### src/rtl/fetch_decode_queue_pkg.sv
// Shared constants and types for the fetch/decode instruction queue.
// The HALT opcode test lives here so every user decodes it the same way.
package fetch_decode_queue_pkg;

    localparam logic [4:0]  OPC_HALT  = 5'b00000;
    localparam logic [15:0] INSTR_NOP = 16'h0800;
    localparam int          DEPTH     = 2;

    typedef enum logic [1:0] {
        RUN       = 2'b00,
        HALT_PEND = 2'b01,
        HALTED    = 2'b10
    } fdq_state_e;

    function automatic logic is_halt(input logic [15:0] instr);
        return instr[15:11] == OPC_HALT;
    endfunction

endpackage

### src/rtl/fetch_decode_queue_if.sv
// Fetch-side and decode-side handshake bundle of the instruction queue.
// slave is the queue's view; master is the view of the fetch/decode stages.
interface fetch_decode_queue_if;
    logic        fetch_valid;
    logic [15:0] instr_in;
    logic [15:0] pc_next_in;
    logic        fetch_ready;
    logic        dec_ready;
    logic        dec_valid;
    logic [15:0] instr_out;
    logic [15:0] pc_next_out;
    logic        flush;
    logic        halt_seen;

    modport slave (
        input  fetch_valid, instr_in, pc_next_in, dec_ready, flush,
        output fetch_ready, dec_valid, instr_out, pc_next_out, halt_seen
    );

    modport master (
        output fetch_valid, instr_in, pc_next_in, dec_ready, flush,
        input  fetch_ready, dec_valid, instr_out, pc_next_out, halt_seen
    );
endinterface

### src/rtl/register_16bits.sv
// Existing 16-bit storage register with synchronous reset and write enable.
module register_16bits (
    input  logic        clk,
    input  logic        rst,
    input  logic        writeEnable,
    input  logic [15:0] dataIn,
    output logic [15:0] dataOut
);
    always_ff @(posedge clk) begin
        if (rst)
            dataOut <= '0;
        else if (writeEnable)
            dataOut <= dataIn;
    end
endmodule

### src/rtl/fetch_decode_queue.sv
// Two-entry fetch->decode queue holding {pc_next, instruction}, with flush
// support and a halt state machine that stops fetch once HALT is enqueued.
module fetch_decode_queue
    import fetch_decode_queue_pkg::*;
(
    input  logic                 clk,
    input  logic                 rst,
    fetch_decode_queue_if.slave  q
);
    fdq_state_e                   state_q, state_d;
    logic                         wr_ptr, rd_ptr, halt_ptr;
    logic [1:0]                   count;
    logic [DEPTH-1:0][15:0]       instr_q;
    logic [DEPTH-1:0][15:0]       pc_q;
    logic                         push, pop;

    // Outputs decode only flops, so no input reaches an output combinationally.
    assign q.fetch_ready = (count != 2'd2) && (state_q == RUN);
    assign q.dec_valid   = (count != 2'd0);
    assign q.halt_seen   = (state_q == HALTED);
    assign q.instr_out   = q.dec_valid ? instr_q[rd_ptr] : INSTR_NOP;
    assign q.pc_next_out = q.dec_valid ? pc_q[rd_ptr]    : 16'h0000;

    // Flush squashes any same-cycle transfer.
    assign push = q.fetch_valid && q.fetch_ready && !q.flush;
    assign pop  = q.dec_valid   && q.dec_ready   && !q.flush;

    for (genvar i = 0; i < DEPTH; i++) begin : g_entry
        localparam logic IDX = 1'(i);
        logic wr_en;
        assign wr_en = push && (wr_ptr == IDX);

        register_16bits u_instr (
            .clk(clk), .rst(rst), .writeEnable(wr_en),
            .dataIn(q.instr_in), .dataOut(instr_q[i])
        );
        register_16bits u_pc (
            .clk(clk), .rst(rst), .writeEnable(wr_en),
            .dataIn(q.pc_next_in), .dataOut(pc_q[i])
        );
    end

    always_ff @(posedge clk) begin
        if (rst) begin
            wr_ptr   <= 1'b0;
            rd_ptr   <= 1'b0;
            count    <= 2'd0;
            halt_ptr <= 1'b0;
        end else if (q.flush) begin
            wr_ptr <= 1'b0;
            rd_ptr <= 1'b0;
            count  <= 2'd0;
        end else begin
            if (push) wr_ptr <= ~wr_ptr;
            if (pop)  rd_ptr <= ~rd_ptr;
            case ({push, pop})
                2'b10:   count <= count + 2'd1;
                2'b01:   count <= count - 2'd1;
                default: count <= count;
            endcase
            if (push && is_halt(q.instr_in)) halt_ptr <= wr_ptr;
        end
    end

    always_ff @(posedge clk) begin
        if (rst) state_q <= RUN;
        else     state_q <= state_d;
    end

    always_comb begin
        state_d = state_q;
        case (state_q)
            RUN:       if (push && is_halt(q.instr_in)) state_d = HALT_PEND;
            // A flush means the HALT sat on a squashed path.
            HALT_PEND: if (q.flush)                         state_d = RUN;
                       else if (pop && rd_ptr == halt_ptr)  state_d = HALTED;
            HALTED:    state_d = HALTED;
            default:   state_d = RUN;
        endcase
    end

endmodule

### src/flat_wrapper.sv
// flat-port wrapper written by rule: the top's interface ports become plain ports
module fetch_decode_queue_flat import fetch_decode_queue_pkg::*;
  (clk, rst, q_fetch_valid, q_instr_in, q_pc_next_in, q_dec_ready, q_flush, q_fetch_ready, q_dec_valid, q_instr_out, q_pc_next_out, q_halt_seen);
  fetch_decode_queue_if q_i ();
  input  logic clk;
  input  logic rst;
  input wire logic [$bits(q_i.fetch_valid)-1:0] q_fetch_valid;
  input wire logic [$bits(q_i.instr_in)-1:0] q_instr_in;
  input wire logic [$bits(q_i.pc_next_in)-1:0] q_pc_next_in;
  input wire logic [$bits(q_i.dec_ready)-1:0] q_dec_ready;
  input wire logic [$bits(q_i.flush)-1:0] q_flush;
  output wire logic [$bits(q_i.fetch_ready)-1:0] q_fetch_ready;
  output wire logic [$bits(q_i.dec_valid)-1:0] q_dec_valid;
  output wire logic [$bits(q_i.instr_out)-1:0] q_instr_out;
  output wire logic [$bits(q_i.pc_next_out)-1:0] q_pc_next_out;
  output wire logic [$bits(q_i.halt_seen)-1:0] q_halt_seen;
  assign q_i.fetch_valid = q_fetch_valid;
  assign q_i.instr_in = q_instr_in;
  assign q_i.pc_next_in = q_pc_next_in;
  assign q_i.dec_ready = q_dec_ready;
  assign q_i.flush = q_flush;
  assign q_fetch_ready = q_i.fetch_ready;
  assign q_dec_valid = q_i.dec_valid;
  assign q_instr_out = q_i.instr_out;
  assign q_pc_next_out = q_i.pc_next_out;
  assign q_halt_seen = q_i.halt_seen;
  fetch_decode_queue u_core (.clk(clk), .rst(rst), .q(q_i));
endmodule
### config.mk
export PLATFORM = sky130hd
export DESIGN_NAME = fetch_decode_queue_flat
export DESIGN_NICKNAME = d
export VERILOG_FILES = /design/src/rtl/fetch_decode_queue_pkg.sv /design/src/rtl/fetch_decode_queue_if.sv /design/src/rtl/register_16bits.sv /design/src/rtl/fetch_decode_queue.sv /design/src/flat_wrapper.sv
export SDC_FILE = /design/constraint.sdc
export NUM_CORES = 1
export LEC_CHECK = 0
export BUFFER_PORTS_ARGS = -buffer_cell sky130_fd_sc_hd__buf_2
export CORE_MARGIN = 5
export CORE_UTILIZATION = 50
export DETAILED_ROUTE_END_ITERATION = 10
export GPL_TIMING_DRIVEN = 0
export PLACE_DENSITY = 0.75
export SLEW_MARGIN = 20
export SYNTH_ARGS = -nofsm -noshare
export SYNTH_HDL_FRONTEND = slang
export SYNTH_SLANG_ARGS = --single-unit
### constraint.sdc
create_clock -name clk -period 4.05 [get_ports clk]
set_clock_uncertainty 0.05 [all_clocks]
set_input_delay 0.405 -clock clk [delete_from_list [all_inputs] [get_ports clk]]
set_output_delay 0.405 -clock clk [all_outputs]
set_load 0.02 [all_outputs]
==> results of run 1 <==
-- cell families (layout without fill, tap and decap cells) --
| family | count (synthesis) | after routing |
|---|---|---|
| AND/OR/NAND/NOR | 185 | 185 |
| flip-flops | 71 | 71 |
| AO/OA/AOI/OAI | 69 | 69 |
| multiplexers | 33 | 33 |
| buffers and inverters | 32 | 117 |
| XOR/XNOR | 5 | 5 |
| adder cells (fa/ha/maj) | 1 | 1 |
-- critical path, stage by stage (launching register included) --
cell,delay [ns]
dfxtp_1,0.31
clkbuf_1,0.35
buf_2,0.40
mux2i_1,0.24
nor2_1,0.07
buf_2,0.18
-- how the worst max path moves through the flow --
stage	start	end	slack, ns	cells past startpoint
after floorplan	q_flush	u_core.g_entry[0].u_instr.dataOut[15]	2.17	7
after global placement	q_flush	u_core.g_entry[0].u_pc.dataOut[4]	2.04	7
after detailed placement	q_flush	u_core.g_entry[0].u_pc.dataOut[7]	2.03	7
after CTS	u_core.rd_ptr	q_instr_out[1]	1.69	5
after global routing	u_core.rd_ptr	q_pc_next_out[3]	1.57	5
final	u_core.rd_ptr	q_pc_next_out[3]	1.69	5
-- cell type report --
cell class,count,area (um^2),share of cell area (%)
multi-input combinational,293,1490,40.0
clock inverter,3,65.1,1.75
buffer,30,143,3.83
inverter,2,7.51,0.201
sequential,71,1420,38.1
tap,75,93.8,2.52
timing repair buffer,69,345,9.27
clock buffer,13,159,4.26
-- metrics by stage --
stage	hold WS [ns]	cell area [um^2]	cells	worst slack, ns	total power [mW]
2_1_floorplan	0.386	3060	396	2.17	0.814
3_3_place_gp	0.391	3500	540	2.04	0.860
3_5_place_dp	0.396	3500	540	2.03	0.862
4_1_cts	0.193	3730	556	1.69	1.49
5_1_grt	0.195	3730	556	1.57	1.54
6_report	0.211	3730	556	1.69	1.48
-- layer usage --
layer / vias to the layer above / wire length, um / GRT usage, %
li1: 1452 / - / -
met1: 1317 / 3360 / 26.4
met2: 77 / 3840 / 36.2
met3: 11 / 469 / 7.26
met4: 0 / 131 / 5.36
met5: - / 0 / 0
-- power by group through the flow --
stage	clock [mW]	combinational, mW	sequential (mW)
after detailed placement	0	0.120	0.743
after global routing	0.679	0.133	0.729
after floorplan	0	0.0737	0.740
after global placement	0	0.118	0.742
after CTS	0.647	0.121	0.726
final	0.633	0.120	0.727
-- placed cells by master, fill, tap and decap left out, types with 4 or more instances in the layout --
cell type	count
a21oi_1	65
buf_2	81
mux2i_1	33
dfxtp_1	71
nor3_1	4
clkbuf_1	18
nor2_1	37
clkbuf_8	11
nand2_1	130
-- sequential cells by signal (all words and copies together), names as in the netlist --
name / flops
u_core.g_entry.u_instr.dataOut: 32
u_core.halt_ptr: 1
u_core.state_q: 2
u_core.g_entry.u_pc.dataOut: 32
u_core.count: 2
u_core.wr_ptr: 1
u_core.rd_ptr: 1
==> out/metrics.csv, run 1 <==
metric,value,unit
R2R Path Start,u_core.state_q[1],
GRT Total Usage,21.4,%
WL/cell,14.0,um
Synth Flop Type,dfxtp_1,
#FFs+latches synth,71,
Routed Antenna Nets,0,
Reg2Reg Depth,6,
number of synthesized flops with an enable pin,0,
die area,7790,um^2
outcome,finished clean,
Clock Tree Buf Depth,2,
CTS tree,done,
Post-Synth Adder-Cell Area,0.408,%
Commonest cells post-synth,"nand2_1, dfxtp_1, a21oi_1",
Final period util,58.3,%
Fmax,424,MHz
MaxCap Viol Count,0,
Root Driver,clkbuf_8,
# hold bufs at CTS,0,
setup TNS,0,ns
clock latency on the worst-skew pair,0.35,ns
Netlist Area Pre-Place,3060,um^2
largest family of logic cells by synthesized area,simple AND/OR/NAND/NOR gates,
n_diodes,0,
DIE WIDTH,88.3,um
post_cts resized,0,
routability-driven placement congestion ratio,0.838,
RSZ-0062 raised after global routing,false,
filler cell count,566,
P_sw,339,uW
DRC errors left,0,
Slew HR,63.3,%
Mapped Cells,396,
post-synthesis sequential area ratio,46.4,%
main area contributors after synthesis,"dfxtp_1, nand2_1, mux2i_1, a21oi_1, nor2_1",
area delta synth->final,21.7,%
XOR/XNOR share of the synthesized area,1.43,%
first-pass GRT wire length,12900,um
Setup CP Type,flip-flop to output pin,
Synth Net Count,434,
VDD IR max,0.000287,V
compound-cell area share of the yosys netlist,11.6,%
most area-hungry cell type in the Yosys netlist,dfxtp_1,
Yosys cell types,27,
drt first pass iters,4,
Max Slew Vio Count,0,
initial antenna violation count,0,
DRT iter0 DRCs,162,
Worst Tran Pin Value,0.544,ns
Final #Nets,514,
Post-CTS Setup Bufs,0,
Gate power share,8.1,%
post-detail-place hpwl,5390,um
Post-Synth Simple-Gate Area,24.4,%
PwrDens,397,nW/um^2
vias per cell,5.14,
# H-tree levels,3,
top-count cell post-synth,nand2_1,
switch share,22.9,%
RR Endpoint,u_core.g_entry[0].u_pc.dataOut[7],
Die H,88.3,um
r2r setup slk,2.18,ns
hold endpoint,u_core.count[1],
Critical Path AT,1.90,ns
site row count,28,
CTS Buf Count,9,
syn avg cell area,7.73,um^2
"CTS clk-pin slew, worst paths",0.07,ns
fin util,62.6,%
crit-path max FO,10,
Initial Util,51.4,%
largest net degree at the start of global routing,12,
top-area cell type share of the netlist area,46.4,%
Hold Startpoint,q_flush,
final WL,7790,um
internal power,1.14,mW
number of global-route vias before repair,2810,
IO buf count,69,
sequential share of power,49.1,%
core area,5960,um^2
part of the power in the clock network,42.8,%
crit path time final,2.36,ns
worst min path class,primary input to flip-flop,
synth warn,0,
asr flop ratio synth,0,%
Via Count,2857,
startpoint types,flip-flop,
hold depth,2,
LEAKAGE,1.42,nW
share of layout cells above drive strength 1,20.6,%
# IOs,72,
mux contribution to synthesized area,10.8,%
clk sink count,71,
"Hold Vio Cnt, Final",0,
total gr overflow,0,
Setup-failing EPs final,0,
critical path required time,3.60,ns
crit end category,output pin,
Power figures use the tool's default switching activity.
==> inputs of run 2 (changes only) <==
- CORE_UTILIZATION: 50 -> 48
- clock period: 4.05 -> 1.9 ns (I/O delays scaled with it)
==> out/metrics.csv, run 2 (synthesized netlist as in run 1, its figures left out) <==
metric,value,unit,change
worst min path class,primary input to flip-flop,,
crit end category,flip-flop,,
DRC errors left,0,,unchanged
number of global-route vias before repair,2826,,+0.57%
Max Slew Vio Count,0,,unchanged
crit-path max FO,10,,unchanged
most frequent cells in the layout,"nand2_1, buf_2, dfxtp_1",,
CTS tree,done,,
CTS Buf Count,9,,unchanged
RSZ-0062 raised after global routing,false,,
overall power,2.81,mW,+90%
Min Hold Slack,0.0408,ns,-0.170 ns
post-detail-place hpwl,5410,um,+0.38%
# IOs,72,,unchanged
critical path required time,2.05,ns,-1.55 ns
pre-CTS WS,0.0496,ns,-1.98 ns
site row count,29,,+3.6%
MaxCap Viol Count,0,,unchanged
Final period util,97.0,%,
DIE WIDTH,89.9,um,+1.8%
IO buf count,69,,unchanged
n_diodes,0,,unchanged
crit path time final,1.84,ns,
"CTS clk-pin slew, worst paths",0.07,ns,about the same
"commonest non-fill, non-tap cell in the layout",nand2_1,,
drt first pass iters,5,,+1
"Hold Vio Cnt, Final",0,,unchanged
first-pass GRT wire length,13200,um,+2.1%
Routed Antenna Nets,0,,unchanged
"Largest stage delay, worst path",0.41,ns,about the same
largest net degree at the start of global routing,11,,-1
Via Count,2836,,-0.74%
setup TNS,0,ns,unchanged
final WL,7750,um,-0.62%
top flop regs,"u_core.g_entry.u_instr.dataOut (32), u_core.g_entry.u_pc.dataOut (32)",,
DRT iter0 DRCs,184,,+14%
Fmax,542,MHz,
Worst Tran Pin Value,0.543,ns,-0.00101 ns
clk sink count,71,,unchanged
Final #Nets,514,,unchanged
filler cell count,612,,+8.1%
Crit-path slowest cell,or3b_4,,
Setup-failing EPs final,0,,unchanged
share of layout cells above drive strength 1,21.8,%,+1.2 points
Die H,89.9,um,+1.8%
area delta synth->final,20.7,%,
Setup CP Type,flip-flop to flip-flop,,
VDD IR max,0.000427,V,+49%
# H-tree levels,3,,unchanged
outcome,finished clean,,
GRT Total Usage,19.7,%,-1.7 points
vias per cell,5.11,,-0.56%
startpoint types,flip-flop,,
crit path launch,u_core.state_q[1],,
Post-CTS Setup Bufs,0,,unchanged
Setup WS post-layout,0.0563,ns,-1.63 ns
WL/cell,14.0,um,-0.44%
R2R Path Start,u_core.state_q[1],,
Initial Util,48.8,%,-2.6 points
Critical Path AT,2.00,ns,+0.10 ns
worst path cell trace,or3b_4 -> or4_1 -> clkbuf_4 -> buf_4 -> nand2_1 -> a21oi_1,,
clock latency on the worst-skew pair,0.34,ns,about the same
PwrDens,760,nW/um^2,+91%
LEAKAGE,1.40,nW,-1.1%
routability-driven placement congestion ratio,0.761,,-9.3%
initial antenna violation count,0,,unchanged
Root Driver,clkbuf_8,,
Clock Tree Buf Depth,2,,unchanged
Slew HR,63.8,%,+0.45 points
core area,6280,um^2,+5.4%
total gr overflow,0,,unchanged
Hold Startpoint,q_instr_in[8],,
die area,8080,um^2,+3.7%
==> run 2: stage by stage <==
step	utilization (%)	area (um^2)	cells
3_3_place_gp	55.8	3500	542
6_report	58.9	3700	555
2_1_floorplan	-	3060	396
5_1_grt	58.9	3700	555
4_1_cts	58.6	3680	555
3_5_place_dp	55.8	3500	542
==> run 2: worst max-delay path: cells and delay by family (launching register included) <==
| family | cells | cell delay (ns) |
|---|---|---|
| compound gates | 1 | 0.06 |
| buf+inv | 2 | 0.36 |
| flops | 1 | 0.34 |
| simple gates | 3 | 0.89 |
==> run 2: worst paths after layout <==
path | slack [ns] | endpoint | cells past startpoint
worst max-delay path | 0.06 | u_core.g_entry[0].u_pc.dataOut[8] | 6
worst min-delay path | 0.04 | u_core.g_entry[1].u_instr.dataOut[8] | 3
worst max register to register | 0.06 | u_core.g_entry[0].u_pc.dataOut[8] | 6
worst min register to register | 0.40 | u_core.g_entry[0].u_instr.dataOut[13] | 2
==> run 2: final cells by class <==
cell class / instances / area, um^2 / share of cell area (%)
sequential: 71 / 1420 / 38.5
clock inverter: 2 / 10.0 / 0.271
multi-input combinational: 293 / 1510 / 40.7
tap: 77 / 96.3 / 2.61
timing repair buffer: 70 / 355 / 9.61
buffer: 29 / 158 / 4.26
clock buffer: 11 / 141 / 3.82
inverter: 2 / 7.51 / 0.203
==> run 2: repair_timing <==
action,CTS,global route
hold buffers,1,0
hold endpoints to repair,4,0
resized for setup,7,10
setup endpoints to repair,31,52
==> run 2: layer usage <==
| metal | vias up | track usage (%) | wire length, um |
|---|---|---|---|
| met3 | 16 | 5.18 | 408 |
| met1 | 1296 | 25.3 | 3430 |
| met5 | - | 0 | 0 |
| li1 | 1450 | - | - |
| met4 | 0 | 7.69 | 151 |
| met2 | 74 | 31.5 | 3750 |
==> run 2: where the power goes <==
part / total [mW] / internal, mW / switching [mW] / leakage, nW
Sequential: 1.55 / 1.53 / 0.0226 / 0.577
Clock: 0.995 / 0.483 / 0.511 / 0.0809
Combinational: 0.263 / 0.102 / 0.161 / 0.743
